[src/rtl/shift_pipe.sv]
// Barrel shifter (LSL/LSR/ASR/ROR with ARM-style carry), two register stages: coarse shift then fine shift.
// Latency 2 cycles, 1/cycle throughput; out_ready=0 holds the result and stalls S1 once it is full.
module shift_pipe #(
  parameter int WIDTH = 32,
  parameter int AMT_W = 8,
  parameter int TAG_W = 4,
  localparam int SH_W = $clog2(WIDTH)
) (
  input  logic             clk,
  input  logic             reset_n,
  input  logic             in_valid,
  output logic             in_ready,
  input  logic [WIDTH-1:0] in_data,
  input  logic [1:0]       in_op,
  input  logic             in_reg,
  input  logic [SH_W-1:0]  in_imm,
  input  logic [AMT_W-1:0] in_rs,
  input  logic             in_cin,
  input  logic             in_bypass,
  input  logic [TAG_W-1:0] in_tag,
  output logic             out_valid,
  input  logic             out_ready,
  output logic [WIDTH-1:0] out_data,
  output logic             out_cout,
  output logic [TAG_W-1:0] out_tag
);

  localparam int FW = SH_W / 2;
  localparam logic [1:0] OP_LSL = 2'b00;
  localparam logic [1:0] OP_LSR = 2'b01;
  localparam logic [1:0] OP_ASR = 2'b10;
  localparam logic [1:0] OP_ROR = 2'b11;

  // ext carries one guard bit so the carry falls out of the same shift:
  // left shifts keep it at ext[WIDTH], right shifts at ext[0].
  typedef struct packed {
    logic [1:0]       mode;
    logic [WIDTH:0]   ext;
    logic [FW-1:0]    fine;
    logic [TAG_W-1:0] tag;
  } s1_t;

  logic             s1_vld_q, s1_vld_d;
  s1_t              s1_q, s1_d, s1_new;
  logic             s2_vld_q, s2_vld_d;
  logic [WIDTH-1:0] out_data_q, out_data_d;
  logic             out_cout_q, out_cout_d;
  logic [TAG_W-1:0] out_tag_q, out_tag_d;

  logic             s2_load, s1_adv, accept;
  logic [AMT_W-1:0] amt;
  logic [SH_W-1:0]  sh, coarse;
  logic             special, sp_c;
  logic [WIDTH-1:0] sp_res;
  logic [WIDTH:0]   e_l, e_r, e_a;
  logic [WIDTH-1:0] rot_f, res;
  logic             res_c;

  assign s2_load  = !s2_vld_q || out_ready;
  assign s1_adv   = s1_vld_q && s2_load;
  assign in_ready = !s1_vld_q || s2_load;
  assign accept   = in_valid && in_ready;

  // Stage 1: amount resolution, special cases, coarse shift
  always_comb begin
    amt     = in_reg ? in_rs : AMT_W'(in_imm);
    sh      = amt[SH_W-1:0];
    coarse  = {sh[SH_W-1:FW], {FW{1'b0}}};
    special = 1'b0;
    sp_res  = in_data;
    sp_c    = in_cin;
    if (in_bypass || (amt == '0 && (in_reg || in_op == OP_LSL))) begin
      special = 1'b1;
    end else if (!in_reg && in_imm == '0) begin
      // Immediate zero encodes shift-by-WIDTH for LSR/ASR and RRX for ROR
      special = 1'b1;
      case (in_op)
        OP_LSR: begin
          sp_res = '0;
          sp_c   = in_data[WIDTH-1];
        end
        OP_ASR: begin
          sp_res = {WIDTH{in_data[WIDTH-1]}};
          sp_c   = in_data[WIDTH-1];
        end
        default: begin
          sp_res = {in_cin, in_data[WIDTH-1:1]};
          sp_c   = in_data[0];
        end
      endcase
    end else if (in_op != OP_ROR && amt >= AMT_W'(WIDTH)) begin
      special = 1'b1;
      case (in_op)
        OP_LSL: begin
          sp_res = '0;
          sp_c   = (amt == AMT_W'(WIDTH)) && in_data[0];
        end
        OP_LSR: begin
          sp_res = '0;
          sp_c   = (amt == AMT_W'(WIDTH)) && in_data[WIDTH-1];
        end
        default: begin
          sp_res = {WIDTH{in_data[WIDTH-1]}};
          sp_c   = in_data[WIDTH-1];
        end
      endcase
    end

    s1_new.tag  = in_tag;
    s1_new.mode = in_op;
    s1_new.fine = sh[FW-1:0];
    case (in_op)
      OP_LSL:  s1_new.ext = {1'b0, in_data} << coarse;
      OP_LSR:  s1_new.ext = {in_data, 1'b0} >> coarse;
      OP_ASR:  s1_new.ext = $unsigned($signed({in_data, 1'b0}) >>> coarse);
      default: s1_new.ext = {1'b0, (in_data >> coarse) | (in_data << (WIDTH - int'(coarse)))};
    endcase
    // Special results ride through as a zero-length right shift of {result, carry}
    if (special) begin
      s1_new.mode = OP_LSR;
      s1_new.ext  = {sp_res, sp_c};
      s1_new.fine = '0;
    end

    s1_vld_d = s1_vld_q;
    s1_d     = s1_q;
    if (accept) begin
      s1_vld_d = 1'b1;
      s1_d     = s1_new;
    end else if (s1_adv) begin
      s1_vld_d = 1'b0;
    end
  end

  // Stage 2: fine shift and carry extraction
  always_comb begin
    e_l   = s1_q.ext << s1_q.fine;
    e_r   = s1_q.ext >> s1_q.fine;
    e_a   = $unsigned($signed(s1_q.ext) >>> s1_q.fine);
    rot_f = (s1_q.ext[WIDTH-1:0] >> s1_q.fine)
          | (s1_q.ext[WIDTH-1:0] << (WIDTH - int'(s1_q.fine)));
    case (s1_q.mode)
      OP_LSL: begin
        res   = e_l[WIDTH-1:0];
        res_c = e_l[WIDTH];
      end
      OP_LSR: begin
        res   = e_r[WIDTH:1];
        res_c = e_r[0];
      end
      OP_ASR: begin
        res   = e_a[WIDTH:1];
        res_c = e_a[0];
      end
      default: begin
        res   = rot_f;
        res_c = rot_f[WIDTH-1];
      end
    endcase

    s2_vld_d   = s2_load ? s1_vld_q : s2_vld_q;
    out_data_d = out_data_q;
    out_cout_d = out_cout_q;
    out_tag_d  = out_tag_q;
    if (s1_adv) begin
      out_data_d = res;
      out_cout_d = res_c;
      out_tag_d  = s1_q.tag;
    end
  end

  always_ff @(posedge clk or negedge reset_n) begin
    if (!reset_n) begin
      s1_vld_q   <= 1'b0;
      s1_q       <= '0;
      s2_vld_q   <= 1'b0;
      out_data_q <= '0;
      out_cout_q <= 1'b0;
      out_tag_q  <= '0;
    end else begin
      s1_vld_q   <= s1_vld_d;
      s1_q       <= s1_d;
      s2_vld_q   <= s2_vld_d;
      out_data_q <= out_data_d;
      out_cout_q <= out_cout_d;
      out_tag_q  <= out_tag_d;
    end
  end

  assign out_valid = s2_vld_q;
  assign out_data  = out_data_q;
  assign out_cout  = out_cout_q;
  assign out_tag   = out_tag_q;

endmodule

[config.mk]
export PLATFORM = sky130hd
export DESIGN_NAME = shift_pipe
export DESIGN_NICKNAME = d
export VERILOG_FILES = /design/src/rtl/shift_pipe.sv
export SDC_FILE = /design/constraint.sdc
export NUM_CORES = 1
export LEC_CHECK = 0
export BUFFER_PORTS_ARGS = -buffer_cell sky130_fd_sc_hd__buf_2
export CAP_MARGIN = 25
export CELL_PAD_IN_SITES_DETAIL_PLACEMENT = 1
export CELL_PAD_IN_SITES_GLOBAL_PLACEMENT = 1
export CORE_MARGIN = 4
export CORE_UTILIZATION = 49
export DETAILED_ROUTE_END_ITERATION = 10
export PLACE_DENSITY = 0.89
export SLEW_MARGIN = 20
export SYNTH_ARGS = -nofsm -noshare
export SYNTH_HDL_FRONTEND = slang
export SYNTH_SLANG_ARGS = --single-unit
[constraint.sdc]
create_clock -name clk -period 5.9 [get_ports clk]
set_input_delay 0.295 -clock clk [delete_from_list [all_inputs] [get_ports clk]]
set_output_delay 0.295 -clock clk [all_outputs]
set_load 0.1 [all_outputs]
# [Word-level counts from Yosys, hierarchy flattened]
# Cells that the tools add are included.
[word_totals] regBits=80 in_bits=58 out_inout_bits=39 word_cells=71
[op_classes] n_addsub=2 magnitude_cmp=1 eq_ne=6 shift=10 mux=20 bitwise=2 n_reduce_logical=21
[op_table] cell="2-to-1 mux 32 bit" n=4
[op_table] cell="case mux 33 bit (3 select lines)" n=1
[op_table] cell="case mux 32 bit (3 select lines)" n=1
[op_table] cell="OR 32 bit" n=2
[op_table] cell="case mux 32 bit (2 select lines)" n=1
[op_table] cell="left shift 32 x 32 -> 32 bit" n=2
[op_table] cell="2-to-1 mux 37 bit" n=1
[op_table] cell="left shift 32 x 5 -> 33 bit" n=1
[op_table] cell="left shift 33 x 2 -> 33 bit" n=1
[op_table] cell=">> shifter 33 x 2 -> 33 bit" n=1
[op_table] cell=">> shifter 33 x 5 -> 33 bit" n=1
[op_table] cell=">>> shifter 33 x 2 -> 33 bit" n=1
[op_table] cell=">>> shifter 33 x 5 -> 33 bit" n=1
[op_table] cell=">> shifter 32 x 2 -> 32 bit" n=1
[op_table] cell=">> shifter 32 x 5 -> 32 bit" n=1
[op_table] cell="2-to-1 mux 1 bit" n=9
[op_table] cell="== test 8 x 6 -> 1 bit (second input constant)" n=1
[op_table] cell=">= comparator 8 x 6 -> 1 bit (second input constant)" n=1
[op_table] cell="logical NOT 8 bit" n=1
[op_table] cell="2-to-1 mux 8 bit" n=1
[op_table] cell="logical AND 1 bit" n=7
[op_table] cell="subtractor 6 x 2 -> 7 bit (first input constant)" n=1
[op_table] cell="subtractor 6 x 5 -> 7 bit (first input constant)" n=1
[op_table] cell="logical NOT 5 bit" n=1
[op_table] cell="10 further kinds" n=19

# [Logic depth before layout (Yosys ltp)]
[logic_depth] ltp_word=8 mapped_depth=16

# [Worst setup path before layout]
# Ideal clock, no wire load.
[synth_path] kind="reg-to-reg" startpoint="reg s2_vld_q, in the netlist out_valid" endpoint="reg s1_q[19] (netlist bit)" setup_time_ps=126 arrival_time_ps=3347 required_ps=5774 setup_slack_ps=2427 stages_incl_launch_ff=8 path_buffers=2 synth_period_minus_slack_ps=3473 path_cell_list="dfrtp_1 nand3b_1 and2_1 clkbuf_1 nand3_1 buf_1 a21oi_1 a221o_1"
[synth_via] elab_chain_cells=4
[synth_lines] element="start, declared" line_no="45" rtl="logic s2_vld_q, s2_vld_d;"
[synth_lines] element="start signal, assigned" line_no="183" rtl="s2_vld_q <= s2_vld_d;"
[synth_lines] element="logical NOT 1 bit" line_no="59" rtl="assign s2_load = !s2_vld_q || out_ready;"
[synth_lines] element="logical OR 1 bit" line_no="59"
[synth_lines] element="logical OR 1 bit" line_no="61" rtl="assign in_ready = !s1_vld_q || s2_load;"
[synth_lines] element="named net in_ready" line_no="12" rtl="output logic in_ready,"
[synth_lines] element="logical AND 1 bit" line_no="62" rtl="assign accept = in_valid && in_ready;"
[synth_lines] element="end signal, assigned" line_no="175" rtl="s1_q <= '0;"
[synth_lines] element="end signal, assigned" line_no="182" rtl="s1_q <= s1_d;"
[synth_lines] element="end, declared" line_no="44" rtl="s1_t s1_q, s1_d, s1_new;"
# The timed path passes the listed nets, and every way through them passes these cells.
# A chain may end at the register's enable or synchronous reset.

# [Worst setup path in the final report]
[layout_path] startpoint="in in_reg" endpoint="reg s1_q[19] (netlist bit)"
[layout_via] elab_chain_cells=7
[layout_lines] element="start, declared" line_no="15" rtl="input logic in_reg,"
[layout_lines] element="parallel branches: the longest is 6 deep, another holds subtractor 6 x 5 -> 7 bit"
[layout_lines] element="2-to-1 mux 37 bit *" line_no="119" rtl="if (special) begin"
# Mark *: on every way between the ends.

==> results.md <==
- CP Max Fanout: 42
- Final net count: ~1300
- Asr flop ratio synth: between 90% and 100%
- Startpoint Class: input port
- Grt total ovfl: 0
- Synth Warn #: 0
- Critical path capture point type: flop
- Total CTS buffers: 9
- Count of cells resized by post-cts repair: 0
- Mapped Cells: approximately 1300
- Failing checks: negative hold slack
- DIE HEIGHT: around 150 um
- CTS tree: built
- # fillers: 2423
- Largest net degree at the start of global routing: about 80
- Final Routed Wirelength: 45200 um
- Number of synthesized flops with an enable pin: 0
- CTS max path bufs: 2
- Status: finished, violations left
- CP Data Required Time: ~6200 ps
- Vias: around 11000
- Post-DP HPWL: 31100 um
- Hold_ws: -10.3 ps
- Input/output buffers: 96
- Setup ws final: about 2300 ps
- Worst rel slew slack: a little over a quarter
- Placeable core region: approximately 20000 sq um
- Min-Delay Path Class: in -> async
- Slew Limit Fails: 0
- Initial DRC Count: 1369
- Row count: between 50 and 60
- Setup TNS: 0 ps
- Pleak: roughly 4.3 nW
- Period Utilization, post-route: 60.7%
- Area grow syn2layout: 7.96%
- Cell area power density: ~320 nW/um^2
- Sequential cell area fraction in the yosys report: between 20% and 30%
- First-pass GRT wire length: roughly 70000 um
- Chip width: ~150 um
- Num ports: 97
- Vias per Instance: between 7 and 8
- Total die area: 22400 sq um
- CTS H-tree depth: 3
- Post-Syn Nets: around 1300
- Setup Buffers After CTS: 0
- RD Place Congestion: roughly 1.1
- Post-synth cell types: 84
- Clock-pin slew on the worst setup and hold paths: roughly 60 ps
- Root Buffer: clkbuf_16
- Non-Filler Instances: approximately 1500
- DRT antenna net count: 0
- Pre-CTS setup slack: 2060 ps
- Initial antenna violation count: 0
- Num Clock Sinks: 80
- Residual DRC: 0
- Synthesized area: between 9000 and 10000 sq um
- Arr. time, crit path: 3850 ps
- DP Cell Count: between 1000 and 1500
- Final setup vio count: 0
- FF/Latch Area: between 2000 and 2500 sq um
- Total GRT Usage: around two fifths
- Endpoints failing hold: 15
- Syn_area_per_cell: between 7 and 8 sq um
- Clock Skew: 11.7 ps
- Max Fclk: approximately 280 MHz
- Max-Cap Viols: 0
- Vias in the first global route: ~11000
- Synth Flop Type: dfrtp_1
- WL/cell: a little under 30 um
- Starting density of the core: about 50%
- Worst VDD drop: between 0.15 and 0.2 mV
- Share of cells above drive strength 1: 18.1%
- Critical path type: in -> reg
- Area of the multi-input gates: about 7200 sq um
- RSZ-0062 raised after global routing: no
- Tmin final: ~3600 ps
- Skew-Pair Late Insertion Delay: 350 ps
- Synth Register Bits: 80
- CTS hold repair buffers: 0
- Drt first pass iters: 8
- Worst-Margin Slew: approximately 1100 ps
==> routing by layer <==
| layer | track usage [%] | wire [um] |
|---|---|---|
| met5 | 0 | 0 |
| met4 | 16.6 | 2480 |
| met3 | 8.48 | 5300 |
| met2 | 62.1 | 20400 |
| met1 | 51.6 | 17100 |
==> metrics by stage <==
stage               hold WS, ps  instance area (sq um)  utilization, %  total power, mW
CTS                         140                  10600            54.0             3.38
global placement            448                  10300            52.3             2.70
finish                    -10.3                  10600            54.2             3.45
floorplan                -0.591                   9840               -             2.29
detailed placement          458                  10300            52.3             2.75
global route               54.7                  10600            54.2             3.58
==> Yosys cell counts, types with 28 or more instances <==
master / count / area share, %
clkbuf_1: 91 / 3.5
buf_2: 31 / 1.6
dfrtp_1: 80 / 20
nand3_1: 32 / 1.6
nand2_1: 169 / 6.4
a31oi_1: 31 / 2.0
nor2_1: 66 / 2.5
o21ai_0: 84 / 4.3
o211ai_1: 48 / 3.7
mux2i_1: 111 / 11
a21oi_1: 131 / 6.7
mux4_2: 28 / 6.4
a221oi_1: 28 / 2.5
==> worst max-delay path, stage by stage <==
cell     delay, ps
buf_2          370
mux2_4         460
inv_4          490
ha_1           460
xnor2_2        320
nor2_1         700
a31oi_1        180
a21oi_1        330
a221o_1        210
==> cells in the final DEF, fill, tap and decap left out, types with 19 or more instances in the layout <==
master    Yosys  layout
nor2_1       66      66
a221oi_1     28      28
nand2_1     169     169
a31oi_1      31      31
o21ai_0      84      84
buf_4         3      27
nand3_1      32      32
a21oi_1     131     130
mux2i_1     111     110
mux2_2       24      24
o211ai_1     48      48
buf_2        31      95
a22oi_1      19      19
mux4_2       28      28
dfrtp_1      80      76
==> kinds of logic after synthesis <==
logic type                 after synthesis  synth area share [%]
and+or+nand+nor                        330                  14.7
muxes                                  170                  21.7
adders and majority gates                6                 0.763
buffers and inverters                  164                  7.37
AOI/OAI and AO/OA                      504                  34.8
DFF                                     80                  20.3
xor gates and xnor gates                 3                 0.343
==> worst paths after layout <==
path                                             to  cells after the start                   start  slack (ps)
setup / recovery               s1_q[19]$_DFFE_PN0P_                      9                  in_reg        2320
hold reg to reg              out_tag[0]$_DFFE_PN0P_                      2  out_tag[0]$_DFFE_PN0P_         470
min in group clk                s1_q[3]$_DFFE_PN0P_                      3               in_tag[3]         140
max in group asynchronous       s1_q[4]$_DFFE_PN0P_                      1                 reset_n        5370
hold / removal                  s1_q[1]$_DFFE_PN0P_                      1                 reset_n         -10
setup reg to reg           out_data[16]$_DFFE_PN0P_                      6     s1_q[4]$_DFFE_PN0P_        3180
==> flip-flops by register name, indices dropped and copies added, names as in the netlist <==
register	cells
s1_q	41
out_data	32
out_tag	4
out_cout	1
out_valid	1
s1_vld_q	1
==> final cells by class <==
class	count	share of cell area, %
Multi-Input combinational cell	1013	67.4
Sequential cell	80	18.9
Timing Repair Buffer	125	6.87
Tap cell	265	3.12
Clock buffer	13	2.45
Inverter	18	0.659
Clock inverter	3	0.612
Antenna cell	1	0.0236
==> power breakdown <==
part	switching, mW	internal (mW)	total (mW)
clock	0.219	0.393	0.612
sequential	0.160	0.677	0.837
combinational	1.45	0.548	2.00
total	1.83	1.62	3.45
No activity file was read; power rests on OpenSTA's default activity.
